$ cat src/rtl/dm_pkg.sv
// dm_pkg: shared definitions for the data-memory bank responder.
//   - request width encodings (DM_W_BYTE/HALF/WORD/ILL)
//   - responder FSM state type
//   - width_bytes(): byte count n for a width code (0 for the illegal code)
package dm_pkg;

  localparam logic [1:0] DM_W_BYTE = 2'b00;
  localparam logic [1:0] DM_W_HALF = 2'b01;
  localparam logic [1:0] DM_W_WORD = 2'b10;
  localparam logic [1:0] DM_W_ILL  = 2'b11;

  typedef enum logic [1:0] {
    IDLE = 2'd0,
    RD   = 2'd1,
    RSP  = 2'd2
  } dm_state_t;

  function automatic logic [2:0] width_bytes(input logic [1:0] width);
    case (width)
      DM_W_BYTE: width_bytes = 3'd1;
      DM_W_HALF: width_bytes = 3'd2;
      DM_W_WORD: width_bytes = 3'd4;
      default:   width_bytes = 3'd0;
    endcase
  endfunction

endpackage

$ cat src/rtl/dm_bank_responder_if.sv
// dm_bank_responder_if: valid/ready request/response bus between the
// processor-side bridge (master) and the bank responder (slave).
//   req_valid/req_ready   request handshake
//   req_we, req_width     write flag, width code (dm_pkg DM_W_*)
//   req_addr, req_wdata   byte address, LSB-aligned write data
//   rsp_valid/rsp_ready   response handshake
//   rsp_rdata, rsp_err    zero-extended read data, error flag
interface dm_bank_responder_if;
  logic        req_valid;
  logic        req_ready;
  logic        req_we;
  logic [1:0]  req_width;
  logic [31:0] req_addr;
  logic [31:0] req_wdata;
  logic        rsp_valid;
  logic        rsp_ready;
  logic [31:0] rsp_rdata;
  logic        rsp_err;

  modport master (
    output req_valid, req_we, req_width, req_addr, req_wdata, rsp_ready,
    input  req_ready, rsp_valid, rsp_rdata, rsp_err
  );

  modport slave (
    input  req_valid, req_we, req_width, req_addr, req_wdata, rsp_ready,
    output req_ready, rsp_valid, rsp_rdata, rsp_err
  );
endinterface

$ cat src/rtl/dm_byte_bank.sv
// dm_byte_bank: 8-bit x ROWS synchronous RAM, one per byte lane.
//   clk    clock
//   we     write enable (write commits on the rising edge)
//   addr   row address; registered every edge for the read port
//   wdata  write byte
//   rdata  byte at the previously registered address
// Contents are intentionally not reset.
module dm_byte_bank #(
  parameter int unsigned ROWS = 16
) (
  input  logic                    clk,
  input  logic                    we,
  input  logic [$clog2(ROWS)-1:0] addr,
  input  logic [7:0]              wdata,
  output logic [7:0]              rdata
);
  logic [7:0]              mem [ROWS];
  logic [$clog2(ROWS)-1:0] addr_q;

  always_ff @(posedge clk) begin
    if (we) mem[addr] <= wdata;
    addr_q <= addr;
  end

  assign rdata = mem[addr_q];
endmodule

$ cat src/rtl/dm_bank_responder.sv
// dm_bank_responder: valid/ready slave serving byte/half/word accesses
// (unaligned allowed, row crossing in a single bank cycle) from four
// byte-wide banks; lane i holds bytes with offset mod 4 == i.
//   clk   clock
//   rst   asynchronous active-high reset
//   bus   dm_bank_responder_if.slave request/response bus
// Optional build macro: DM_BOUNDS_CHECK_EN -- when defined, accesses with
// off + n > 4*ROWS are rejected; otherwise rows wrap modulo ROWS.
module dm_bank_responder
  import dm_pkg::*;
#(
  parameter logic [31:0] BASE_ADDR = 32'h0000_1000,
  parameter int unsigned ROWS      = 16
) (
  input  logic                clk,
  input  logic                rst,
  dm_bank_responder_if.slave  bus
);
  localparam int unsigned AW = $clog2(ROWS);

  dm_state_t   state;
  logic        ready_q;
  logic        valid_q;
  logic        err_q;
  logic [31:0] rdata_q;
  logic [1:0]  lane_q;
  logic [2:0]  n_q;

  logic [31:0] off;
  logic [1:0]  lane;
  logic [AW-1:0] row;
  logic [2:0]  n;
  logic        req_err;
  logic        accept;
  logic [3:0]  bank_we;
  logic [AW-1:0] bank_addr  [4];
  logic [7:0]  bank_wdata [4];
  logic [7:0]  bank_rdata [4];
  logic [31:0] rd_data;

  assign bus.req_ready = ready_q;
  assign bus.rsp_valid = valid_q;
  assign bus.rsp_rdata = rdata_q;
  assign bus.rsp_err   = err_q;

  always_comb begin
    off     = bus.req_addr - BASE_ADDR;
    lane    = off[1:0];
    row     = off[AW+1:2];
    n       = width_bytes(bus.req_width);
    req_err = (bus.req_width == DM_W_ILL);
`ifdef DM_BOUNDS_CHECK_EN
    if (({1'b0, off} + 33'(n)) > 33'(4 * ROWS)) req_err = 1'b1;
`endif
    accept  = bus.req_valid & ready_q;
    // Lane i carries access byte k = (i - lane) mod 4; lanes below the start
    // lane belong to the next row.
    for (int unsigned i = 0; i < 4; i++) begin
      bank_addr[i]  = (2'(i) < lane) ? row + AW'(1) : row;
      bank_wdata[i] = 8'(bus.req_wdata >> {2'(2'(i) - lane), 3'b000});
      bank_we[i]    = accept & bus.req_we & ~req_err & ~rst &
                      ({1'b0, 2'(2'(i) - lane)} < n);
    end
    // Rotate lane outputs back by the captured start lane and mask to n bytes.
    rd_data = '0;
    for (int unsigned j = 0; j < 4; j++) begin
      if (3'(j) < n_q) rd_data[8*j +: 8] = bank_rdata[2'(2'(j) + lane_q)];
    end
  end

  for (genvar g = 0; g < 4; g++) begin : g_lane
    dm_byte_bank #(.ROWS(ROWS)) u_bank (
      .clk   (clk),
      .we    (bank_we[g]),
      .addr  (bank_addr[g]),
      .wdata (bank_wdata[g]),
      .rdata (bank_rdata[g])
    );
  end

  always_ff @(posedge clk or posedge rst) begin
    if (rst) begin
      state   <= IDLE;
      ready_q <= 1'b0;
      valid_q <= 1'b0;
      err_q   <= 1'b0;
      rdata_q <= '0;
      lane_q  <= '0;
      n_q     <= '0;
    end else begin
      case (state)
        IDLE: begin
          ready_q <= 1'b1;
          if (accept) begin
            ready_q <= 1'b0;
            lane_q  <= lane;
            n_q     <= n;
            err_q   <= req_err;
            rdata_q <= '0;
            if (bus.req_we || req_err) begin
              valid_q <= 1'b1;
              state   <= RSP;
            end else begin
              state   <= RD;
            end
          end
        end
        RD: begin
          rdata_q <= rd_data;
          valid_q <= 1'b1;
          state   <= RSP;
        end
        RSP: begin
          if (bus.rsp_ready) begin
            valid_q <= 1'b0;
            ready_q <= 1'b1;
            state   <= IDLE;
          end
        end
        default: state <= IDLE;
      endcase
    end
  end
endmodule

$ cat src/flat_wrapper.sv
// flat-port wrapper written by rule: the top's interface ports become plain ports
module dm_bank_responder_flat import dm_pkg::*;
#(
  parameter logic [31:0] BASE_ADDR = 32'h0000_1000,
  parameter int unsigned ROWS      = 16
)
  (clk, rst, bus_req_valid, bus_req_we, bus_req_width, bus_req_addr, bus_req_wdata, bus_rsp_ready, bus_req_ready, bus_rsp_valid, bus_rsp_rdata, bus_rsp_err);
  dm_bank_responder_if bus_i ();
  input  logic clk;
  input  logic rst;
  input wire logic [$bits(bus_i.req_valid)-1:0] bus_req_valid;
  input wire logic [$bits(bus_i.req_we)-1:0] bus_req_we;
  input wire logic [$bits(bus_i.req_width)-1:0] bus_req_width;
  input wire logic [$bits(bus_i.req_addr)-1:0] bus_req_addr;
  input wire logic [$bits(bus_i.req_wdata)-1:0] bus_req_wdata;
  input wire logic [$bits(bus_i.rsp_ready)-1:0] bus_rsp_ready;
  output wire logic [$bits(bus_i.req_ready)-1:0] bus_req_ready;
  output wire logic [$bits(bus_i.rsp_valid)-1:0] bus_rsp_valid;
  output wire logic [$bits(bus_i.rsp_rdata)-1:0] bus_rsp_rdata;
  output wire logic [$bits(bus_i.rsp_err)-1:0] bus_rsp_err;
  assign bus_i.req_valid = bus_req_valid;
  assign bus_i.req_we = bus_req_we;
  assign bus_i.req_width = bus_req_width;
  assign bus_i.req_addr = bus_req_addr;
  assign bus_i.req_wdata = bus_req_wdata;
  assign bus_i.rsp_ready = bus_rsp_ready;
  assign bus_req_ready = bus_i.req_ready;
  assign bus_rsp_valid = bus_i.rsp_valid;
  assign bus_rsp_rdata = bus_i.rsp_rdata;
  assign bus_rsp_err = bus_i.rsp_err;
  dm_bank_responder #(.BASE_ADDR(BASE_ADDR), .ROWS(ROWS)) u_core (.clk(clk), .rst(rst), .bus(bus_i));
endmodule
$ cat config.mk
export PLATFORM = sky130hd
export DESIGN_NAME = dm_bank_responder_flat
export DESIGN_NICKNAME = d
export VERILOG_FILES = /design/src/rtl/dm_pkg.sv /design/src/rtl/dm_bank_responder_if.sv /design/src/rtl/dm_byte_bank.sv /design/src/rtl/dm_bank_responder.sv /design/src/flat_wrapper.sv
export SDC_FILE = /design/constraint.sdc
export NUM_CORES = 1
export LEC_CHECK = 0
export CAP_MARGIN = 20
export CELL_PAD_IN_SITES_DETAIL_PLACEMENT = 0
export CELL_PAD_IN_SITES_GLOBAL_PLACEMENT = 2
export CORE_MARGIN = 5
export CORE_UTILIZATION = 45
export CTS_CLUSTER_SIZE = 14
export DETAILED_ROUTE_END_ITERATION = 8
export PLACE_DENSITY = 0.87
export SLEW_MARGIN = 20
export SYNTH_ARGS = -nofsm -noshare
export SYNTH_HDL_FRONTEND = slang
export SYNTH_SLANG_ARGS = --single-unit
export TNS_END_PERCENT = 100
$ cat constraint.sdc
create_clock -name clk -period 2.98 [get_ports clk]
set_clock_uncertainty 0.15 [all_clocks]
set_input_delay 0.596 -clock clk [delete_from_list [all_inputs] [get_ports clk]]
set_output_delay 0.596 -clock clk [all_outputs]
set_load 0.03 [all_outputs]
==> results of run 1 <==
worst register-to-register path, cell delays in order (launching register included):
cell and delay (ns):
dfxtp_1 0.71, mux4_2 0.60, mux2_2 0.30, nand2_1 0.07, o21ai_1 0.12, a222oi_1 0.54, nand2_1 0.10
synthesized netlist by cell type (11+ instances only):
library cell,count,area (µm²)
nor2_1,96,360
nor2b_1,21,131
nor3_1,12,60.1
dfxtp_1,16,320
mux2_2,16,180
a222oi_1,11,110
mux2i_1,51,510
mux4_2,140,3150
nand2_1,71,267
nand2b_1,19,119
nand3_1,30,150
buf_2,24,120
edfxtp_1,512,15400
dfrtp_1,42,1050
inv_1,15,56.3
o21ai_1,14,70.1
clkbuf_1,23,86.3
a22oi_1,35,263
logic make-up (layout without fill, tap and decap cells):
logic type      Yosys count  in the layout  synth area share, %
simple gates            274            274                 5.28
compound gates          136            136                 4.40
xor+xnor                  9              9                0.331
flops                   570            570                 70.3
buf+inv                  83            337                 1.77
fa+ha+maj                10             10                0.525
mux                     221            221                 17.4
stage by stage:
step / area (µm²) / cells
finish: 28300 / 2245
global route: 28300 / 2245
CTS: 28300 / 2245
detailed placement: 26600 / 2140
global placement: 26600 / 2140
floorplan: 24100 / 1303
power breakdown:
group          total, mW  leakage, nW  switching [mW]  internal, mW
clock               6.79        0.869            2.99          3.80
combinational       2.94         3.35            1.76          1.18
sequential          9.34         5.30           0.263          9.07
worst min-delay path by stage:
| stage | depth (start not counted) | startpoint | slack (ns) | to |
|---|---|---|---|---|
| 6_report | 4 | bus_req_addr[0] | 0.33 | u_core.lane_q[0] |
| 5_1_grt | 4 | bus_req_addr[0] | 0.37 | u_core.lane_q[0] |
| 4_1_cts | 4 | bus_req_addr[0] | 0.29 | u_core.lane_q[0] |
| 3_5_place_dp | 2 | u_core.bus.rsp_rdata[12] | 0.35 | u_core.bus.rsp_rdata[12] |
| 3_3_place_gp | 2 | u_core.bus.rsp_rdata[10] | 0.34 | u_core.bus.rsp_rdata[10] |
| 2_1_floorplan | 2 | u_core.n_q[0] | 0.38 | u_core.n_q[0] |
layout make-up:
class | instances | area (µm²)
fillers | 4070 | 24200
repair buffers | 216 | 2010
clock buffers | 69 | 1470
inverters | 16 | 71.3
well taps | 688 | 861
multi-input cells | 650 | 6870
clock inverters | 36 | 313
flip-flops and latches | 570 | 16700
sequential cells by signal (all words and copies together), names as in the netlist, named ones only:
register,cells
u_core.g_lane.u_bank.mem,512
u_core.bus.rsp_rdata,32
u_core.n_q,3
u_core.lane_q,2
u_core.state,2
u_core.bus.req_ready,1
u_core.bus.rsp_err,1
u_core.bus.rsp_valid,1
metal layers:
layer,track usage [%],routed length (µm),part of all wire [%],vias to the layer above
met3,3.30,3870,6.8,79
met5,0,7,0.012,-
li1,-,-,-,5735
met1,29.2,24500,43,6843
met4,5.06,1210,2.1,2
met2,31.6,27200,48,484
==> flow_metrics.tcl, run 1 <==
set metrics [dict create \
    outcome "finished, final reports clean" \
    initial_core_util_pct 45.3 \
    worstMarginPinSlew_ns 0.880 \
    crit_path_top_delay_cell "dfxtp_1" \
    die_width_um 240 \
    leakagePower_nw 9.52 \
    die_h_um 240 \
    drt-wirelength-per-cell_um 25.3 \
    finalHoldViolations 0 \
    finish.utilization_pct 53.9 \
    drc_errors 0 \
    synthArstFlopShare_pct 7.37 \
    finalCritPeriodShare_pct 92.0 \
    cp.arrival_ns 3.07 \
    period_minus_slack_ns 2.74 \
    rr_worst_depth 6 \
    fmax_mhz 365 \
    max_cap_viol_count 0 \
    cts_tree "built" \
    hold_class "input pin to register" \
    grt_max_degree 43 \
    viasPerCell 5.85 \
    worst_setup_path_start_kind "register" \
    io_buffers 79 \
    ctsHoldBuffers 0 \
    ir_drop_mv 0.503 \
    cp_common_cell "nand2_1" \
    critPathKind "register to register" \
    ys_types 61 \
    yosysWarnings 0 \
    num_antenna_cells 0 \
    slew_headroom_pct 39.7 \
    rsz0062_at_grt "no" \
    drive_above_1_share_pct 26.5 \
    fin_hold_ws_ns 0.334 \
    critical_path_buf_inv_count 0 \
    cts-buffers-inserted 57 \
    cp_num_cells 6 \
    cts_root_buf "clkbuf_16" \
    wirelength_um 56800 \
    dpl.hpwl_um 39600 \
    synth-edff-count 512 \
    dr.pass1.iters 7 \
    setup_slack_ns 0.238 \
    path_cells "mux4_2 -> mux2_2 -> nand2_1 -> o21ai_1 -> a222oi_1 -> nand2_1" \
    syn_to_final_growth_pct 19.0 \
    postCtsSetupBuffers 0 \
    synthCells 1303 \
    synth-main-ff-cell "edfxtp_1" \
    r2r_end "u_core.bus.rsp_rdata[16]" \
    cp.required_ns 3.31 \
    nNetsFinal 1592 \
    initialDrtViolationCount 1409 \
    mostFrequentLayoutCell "edfxtp_1" \
    fin_setup_tns_ns 0 \
    syn-num-nets 1384 \
    ant_nets 0 \
    crit_family "multiplexers" \
    clock_latency_ns 0.63 \
    grt_pass1_wl_um 86000 \
    endpoint "u_core.bus.rsp_rdata[16]" \
    grt_pass1_vias 13400 \
    grt_overflow_total 0 \
    syn-cell-area_mm2 0.0238 \
    antenna_found_initial 1 \
    drv_slew 0 \
    syn_area_per_cell_um2 18.3 \
    setup_viol 0 \
    yosysSeqAreaShare_pct 70.3 \
    synth_seq_cells 570 \
    finalPower_mw 19.1 \
    layout.cells.most_common_list "edfxtp_1 (512), mux4_2 (140), buf_4 (121)" \
    cp_slowest_stage_delay_ns 0.71 \
    rrSetupSlack_ns 0.24 \
    vias 13100 \
    path_max_fanout 9 \
    dp_slack_ns -0.353 \
    gp_congestion 0.858 \
    path_clk_slew_ns 0.06 \
    powerDensity_mw_per_mm2 672 \
    coreArea_mm2 0.0526 \
    endpoint_kind "register" \
    rows 84 \
    cts_repair_resize_count 0 \
    h-tree-depth 2 \
    io_pins 106 \
    globalRouteTotalUtil_pct 19.9 \
    cts_max_path_buffers 3 \
    clock_sinks 570 \
    design.die.area_mm2 0.0577 \
]
Note: power is estimated with default switching activity, not from simulation.
==> run 2: changes to the inputs <==
--- a/config.mk
+++ b/config.mk
@@ -13,8 +13,9 @@
 export CTS_CLUSTER_SIZE = 14
 export DETAILED_ROUTE_END_ITERATION = 8
 export PLACE_DENSITY = 0.87
+export SETUP_SLACK_MARGIN = 0.15
 export SLEW_MARGIN = 20
 export SYNTH_ARGS = -nofsm -noshare
 export SYNTH_HDL_FRONTEND = slang
 export SYNTH_SLANG_ARGS = --single-unit
-export TNS_END_PERCENT = 100
+export TNS_END_PERCENT = 5
==> run 2 against run 1 <==
  * Final cell count up 0.62%
  * Worst hold slack better by 0.016 ns
  * Power up 1.4%
  * Register-to-register slack better by 0.05 ns
  * Fmax up 0.81%
  * Wire length down 1.0%
  * Sequential power about the same
  * Critical endpoint is now u_core.g_lane[1].u_bank.mem[15][4]
  * Highest routed layer is now met4
==> flow_metrics.tcl, run 2 (same netlist as run 1, synthesis figures left out) <==
set metrics [dict create \
    period_minus_slack_ns 2.72 \
    largest_register_ffs 512 \
    fin_setup_tns_ns 0 \
    drt-wirelength-per-cell_um 24.9 \
    nNetsFinal 1603 \
    worst_setup_path_start_kind "input pin" \
    syn_to_final_growth_pct 19.5 \
    drive_above_1_share_pct 27.4 \
    h-tree-depth 2 \
    critPathKind "input pin to register" \
    initial_core_util_pct 45.3 \
    num_antenna_cells 0 \
    grt_pass1_vias 13400 \
    coreArea_mm2 0.0526 \
    layout.area.seq_mm2 0.0167 \
    worstMarginPinSlew_ns 0.788 \
    cts_tree "built" \
    cts-buffers-inserted 57 \
    finish.utilization_pct 54.2 \
    slew_headroom_pct 46.0 \
    finalPower_mw 19.3 \
    die_h_um 240 \
    grt_max_degree 43 \
    powerDensity_mw_per_mm2 679 \
    top_register "u_core.g_lane.u_bank.mem" \
    cts_max_path_buffers 3 \
    antenna_found_initial 0 \
    max_cap_viol_count 0 \
    outcome "finished, final reports clean" \
    rsz0062_at_grt "yes" \
    initialDrtViolationCount 1413 \
    gp_congestion 0.852 \
    leakagePower_nw 9.60 \
    drc_errors 0 \
    grt_overflow_total 0 \
    rows 84 \
    ir_drop_mv 0.498 \
    fillers 4061 \
    drv_slew 0 \
    dp_slack_ns -0.369 \
    path_max_fanout 5 \
    layout.cells.most_common_list "edfxtp_1 (512), mux4_2 (140), buf_4 (135)" \
    viasPerCell 5.80 \
    io_buffers 79 \
    ant_nets 0 \
    setup_viol 0 \
    die_width_um 240 \
    globalRouteTotalUtil_pct 19.8 \
    dr.pass1.iters 5 \
    mostFrequentLayoutCell "edfxtp_1" \
    hold_class "register to register" \
    setup_slack_ns 0.260 \
    path_clk_slew_ns 0.06 \
    io_pins 106 \
    ctsHoldBuffers 0 \
    wirelength_um 56200 \
    endpoint_kind "register" \
    finalHoldViolations 0 \
    vias 13100 \
    rrSetupSlack_ns 0.29 \
    finalCritPeriodShare_pct 91.3 \
    cts_root_buf "clkbuf_16" \
    multi_input_area_mm2 0.00687 \
    design.die.area_mm2 0.0577 \
    fmax_mhz 368 \
    clock_latency_ns 0.61 \
    cp.arrival_ns 2.88 \
    postCtsSetupBuffers 0 \
    grt_pass1_wl_um 85000 \
    dpl.hpwl_um 39300 \
    cp.required_ns 3.14 \
    clock_sinks 570 \
]
run 2: cell count changes in the layout (fill, tap and decap cells not counted), sizes merged:
| cell | previous run | this run |
|---|---|---|
| clkbuf | 69 | 80 |
| bufinv | 3 | 4 |
| inv | 15 | 17 |
| clkinv | 29 | 18 |
| buf | 138 | 149 |
run 2: worst paths after layout:
path | startpoint | endpoint | depth (start not counted)
max in group asynchronous | rst | u_core.bus.rsp_rdata[16] | 3
min in group asynchronous | rst | u_core.n_q[1] | 3
setup reg to reg | register | u_core.bus.rsp_rdata[16] | 6
hold / removal | u_core.bus.rsp_rdata[10] | u_core.bus.rsp_rdata[10] | 2
hold reg to reg | u_core.bus.rsp_rdata[10] | u_core.bus.rsp_rdata[10] | 2
setup / recovery | bus_req_width[1] | u_core.g_lane[1].u_bank.mem[15][4] | 10
run 2: stage by stage:
| stage | hold slack [ns] | instance area (µm²) | instances |
|---|---|---|---|
| 3_5_place_dp | 0.349 | 26600 | 2151 |
| 3_3_place_gp | 0.332 | 26600 | 2151 |
| 2_1_floorplan | 0.381 | 24100 | 1303 |
| 5_1_grt | 0.392 | 28500 | 2259 |
| 6_report | 0.350 | 28500 | 2259 |
| 4_1_cts | 0.331 | 28500 | 2259 |
run 2: routing by layer:
layer | vias up | wire length, µm | GRT usage, %
met2 | 503 | 27000 | 31.5
li1 | 5764 | - | -
met1 | 6769 | 23400 | 27.9
met3 | 75 | 4730 | 4.93
met5 | - | 0 | 0
met4 | 0 | 1040 | 4.76
run 2: final cells by class:
cell class	instances	share of cell area, %
tap	688	3.02
timing repair buffer	227	7.23
sequential	570	58.8
multi-input combinational	650	24.1
clock inverter	28	0.905
inverter	16	0.250
clock buffer	80	5.68
run 2: repair_timing:
item | CTS | global route
gates resized for setup | 0 | 2
hold endpoints to repair | 0 | 0
setup endpoints to repair | 0 | 27
run 2: worst max-delay path, stage by stage:
cell and delay, ns:
clkdlybuf4s50_1 0.54, nand2b_1 0.33, ha_1 0.27, nor2b_1 0.11, o21bai_1 0.07, a21o_1 0.20
nor2b_1 0.17, nand2_1 0.14, nor2_2 0.24, buf_4 0.21
run 2: power breakdown:
part           internal, mW  switching (mW)
registers              9.08           0.274
logic                  1.18            1.74
clock network          4.14            2.94
==> run 3: changes to the inputs <==
--- a/config.mk
+++ b/config.mk
@@ -10,6 +10,7 @@
 export CELL_PAD_IN_SITES_GLOBAL_PLACEMENT = 2
 export CORE_MARGIN = 5
 export CORE_UTILIZATION = 45
+export CTS_CLUSTER_DIAMETER = 40
 export CTS_CLUSTER_SIZE = 14
 export DETAILED_ROUTE_END_ITERATION = 8
 export PLACE_DENSITY = 0.87
==> run 3 against run 2 <==
  * Power up 9.4%
  * Setup slack lost 0.042 ns
  * Die area is the same
  * First-iteration DRC count down 5.5%
  * Register-to-register slack lost 0.02 ns
  * Fmax down 1.5%
  * Sequential power hardly changed
  * Global-route usage rose by 0.28 points
  * Utilization up 1.2 points
  * Combinational power barely moved
  * Non-clock buffer count unchanged
  * Largest cell class unchanged
  * Highest routed layer unchanged
==> flow_metrics.tcl, run 3 (same netlist as run 1, synthesis figures left out) <==
set metrics [dict create \
    io_buffers 79 \
    hold_class "register to register" \
    die_h_um 240 \
    grt_overflow_total 0 \
    initial_core_util_pct 45.3 \
    powerDensity_mw_per_mm2 726 \
    multi_input_area_mm2 0.00687 \
    layout.cells.most_common_list "edfxtp_1 (512), mux4_2 (140), buf_4 (135)" \
    hold_depth 2 \
    grt_max_degree 43 \
    drive_above_1_share_pct 29.1 \
    finalHoldViolations 0 \
    cp.arrival_ns 2.91 \
    grt_pass1_vias 13600 \
    cts_repair_resize_count 0 \
    cts-buffers-inserted 76 \
    finalPower_mw 21.1 \
    postPlaceCellArea_mm2 0.0266 \
    io_pins 106 \
    cp_slowest_stage_delay_ns 0.55 \
    p_switching_mw 5.50 \
    antenna_found_initial 0 \
    cts_tree "built" \
    p_comb_share_pct 13.8 \
    nNetsFinal 1622 \
    initialDrtViolationCount 1335 \
    design.die.area_mm2 0.0577 \
    coreArea_mm2 0.0526 \
    gp_congestion 0.852 \
    largest_register_ffs 512 \
    rsz0062_at_grt "yes" \
    drv_slew 0 \
    dr.pass1.iters 6 \
    crit_path_top_delay_cell "clkdlybuf4s50_1" \
    clock_sinks 570 \
    dpl.hpwl_um 39300 \
    seq_power_share_pct 44.2 \
    path_cells "clkdlybuf4s50_1 -> nand2b_1 -> ha_1 -> nand2b_1 -> a21o_1 -> nor2b_1 -> nand2_1 -> nor2_2 -> buf_4" \
    drc_errors 0 \
    wirelength_um 56700 \
    rrSetupSlack_ns 0.27 \
    die_width_um 240 \
    path_clk_slew_ns 0.05 \
    final_cells 2288 \
    num_antenna_cells 0 \
    h-tree-depth 3 \
    rows 84 \
    path_max_fanout 5 \
    ctsHoldBuffers 0 \
    vias 13300 \
    cp_common_cell "nand2b_1" \
    worstMarginPinSlew_ns 0.812 \
    grt_pass1_wl_um 85600 \
    finalCritPeriodShare_pct 92.7 \
    hold_end "u_core.bus.rsp_rdata[10]" \
    drt-wirelength-per-cell_um 24.8 \
    clock_latency_ns 0.60 \
    setup_viol 0 \
    cts_root_buf "clkbuf_16" \
    worst_setup_path_start_kind "input pin" \
    finish.utilization_pct 55.4 \
    r2r_end "u_core.bus.rsp_rdata[16]" \
    top_register "u_core.g_lane.u_bank.mem" \
    cts_max_path_buffers 3 \
    globalRouteTotalUtil_pct 20.0 \
    ant_nets 0 \
    p_int_mw 15.6 \
    postCtsSetupBuffers 0 \
    critPathKind "input pin to register" \
    place_inst 2151 \
    cp.required_ns 3.13 \
    ir_drop_mv 0.465 \
    fmax_mhz 362 \
    hold_start "u_core.bus.rsp_rdata[10]" \
    p_sw_share_pct 26.0 \
    leakagePower_nw 9.91 \
    slew_headroom_pct 44.3 \
    layout.area.seq_mm2 0.0167 \
    clkPwrFrac_pct 41.9 \
    crit_family "simple AND/OR/NAND/NOR gates" \
    mostFrequentLayoutCell "edfxtp_1" \
    final_area_mm2 0.0291 \
    endpoint_kind "register" \
    outcome "finished, final reports clean" \
    period_minus_slack_ns 2.76 \
    rr_worst_depth 6 \
    syn_to_final_growth_pct 22.2 \
    max_cap_viol_count 0 \
    viasPerCell 5.83 \
    fillers 4004 \
    critical_path_buf_inv_count 2 \
]
## run 3: cell types whose count changed in the layout (fill, tap and decap cells not counted), sizes merged
cell,change
clkbuf,+4
inv,+14
clkinv,+7
clkinvlp,+3
bufinv,+1
## run 3: per-stage QoR
stage                     setup TNS (ns)  hold WS [ns]  setup slack, ns
after floorplan                    -4.79         0.381          -0.0553
after global placement            -99.30         0.332           -0.317
after global routing                   0         0.391            0.108
final                                  0         0.351            0.217
after CTS                              0         0.334            0.224
after detailed placement         -119.39         0.349           -0.369
## run 3: power groups by stage
stage,Clock [mW],Sequential (mW),Combinational (mW)
floorplan,0,9.63,1.56
global placement,0,9.50,2.87
detailed placement,0,9.51,2.91
CTS,9.02,9.35,2.92
global route,9.44,9.38,3.11
finish,8.87,9.36,2.92
## run 3: worst max path at each step
stage,from,endpoint,slack (ns),cells after the start
after floorplan,bus_req_addr[1],u_core.g_lane[2].u_bank.mem[13][0],-0.06,14
after global placement,bus_req_addr[1],u_core.g_lane[2].u_bank.mem[3][6],-0.32,13
after detailed placement,bus_req_width[1],u_core.g_lane[1].u_bank.mem[15][4],-0.37,10
after CTS,register,u_core.bus.rsp_rdata[22],0.22,7
after global routing,bus_req_width[1],u_core.g_lane[1].u_bank.mem[14][4],0.11,10
final,bus_req_width[1],u_core.g_lane[1].u_bank.mem[15][4],0.22,9
## run 3: layout make-up
| type | instances | share of cell area [%] |
|---|---|---|
| Clock buffer | 84 | 6.89 |
| Clock inverter | 53 | 1.75 |
| Inverter | 16 | 0.245 |
| Multi-Input combinational cell | 650 | 23.6 |
| Sequential cell | 570 | 57.5 |
| Tap cell | 688 | 2.96 |
| Timing Repair Buffer | 227 | 7.07 |
## run 3: worst register-to-register path, delay by kind of cell (launching register included)
kind                   cells  cell delay (ns)
buffers and inverters      1             0.35
AO/OA/AOI/OAI              2             0.82
AND/OR/NAND/NOR            3             0.61
flip-flops                 1             0.65
## run 3: layer usage
metal	vias to the layer above	GRT usage, %	share of wire, %
met5	-	0	0
met4	0	4.68	1.8
met3	90	5.93	8.5
met2	537	31.7	48
met1	6897	28.0	42
li1	5825	-	-
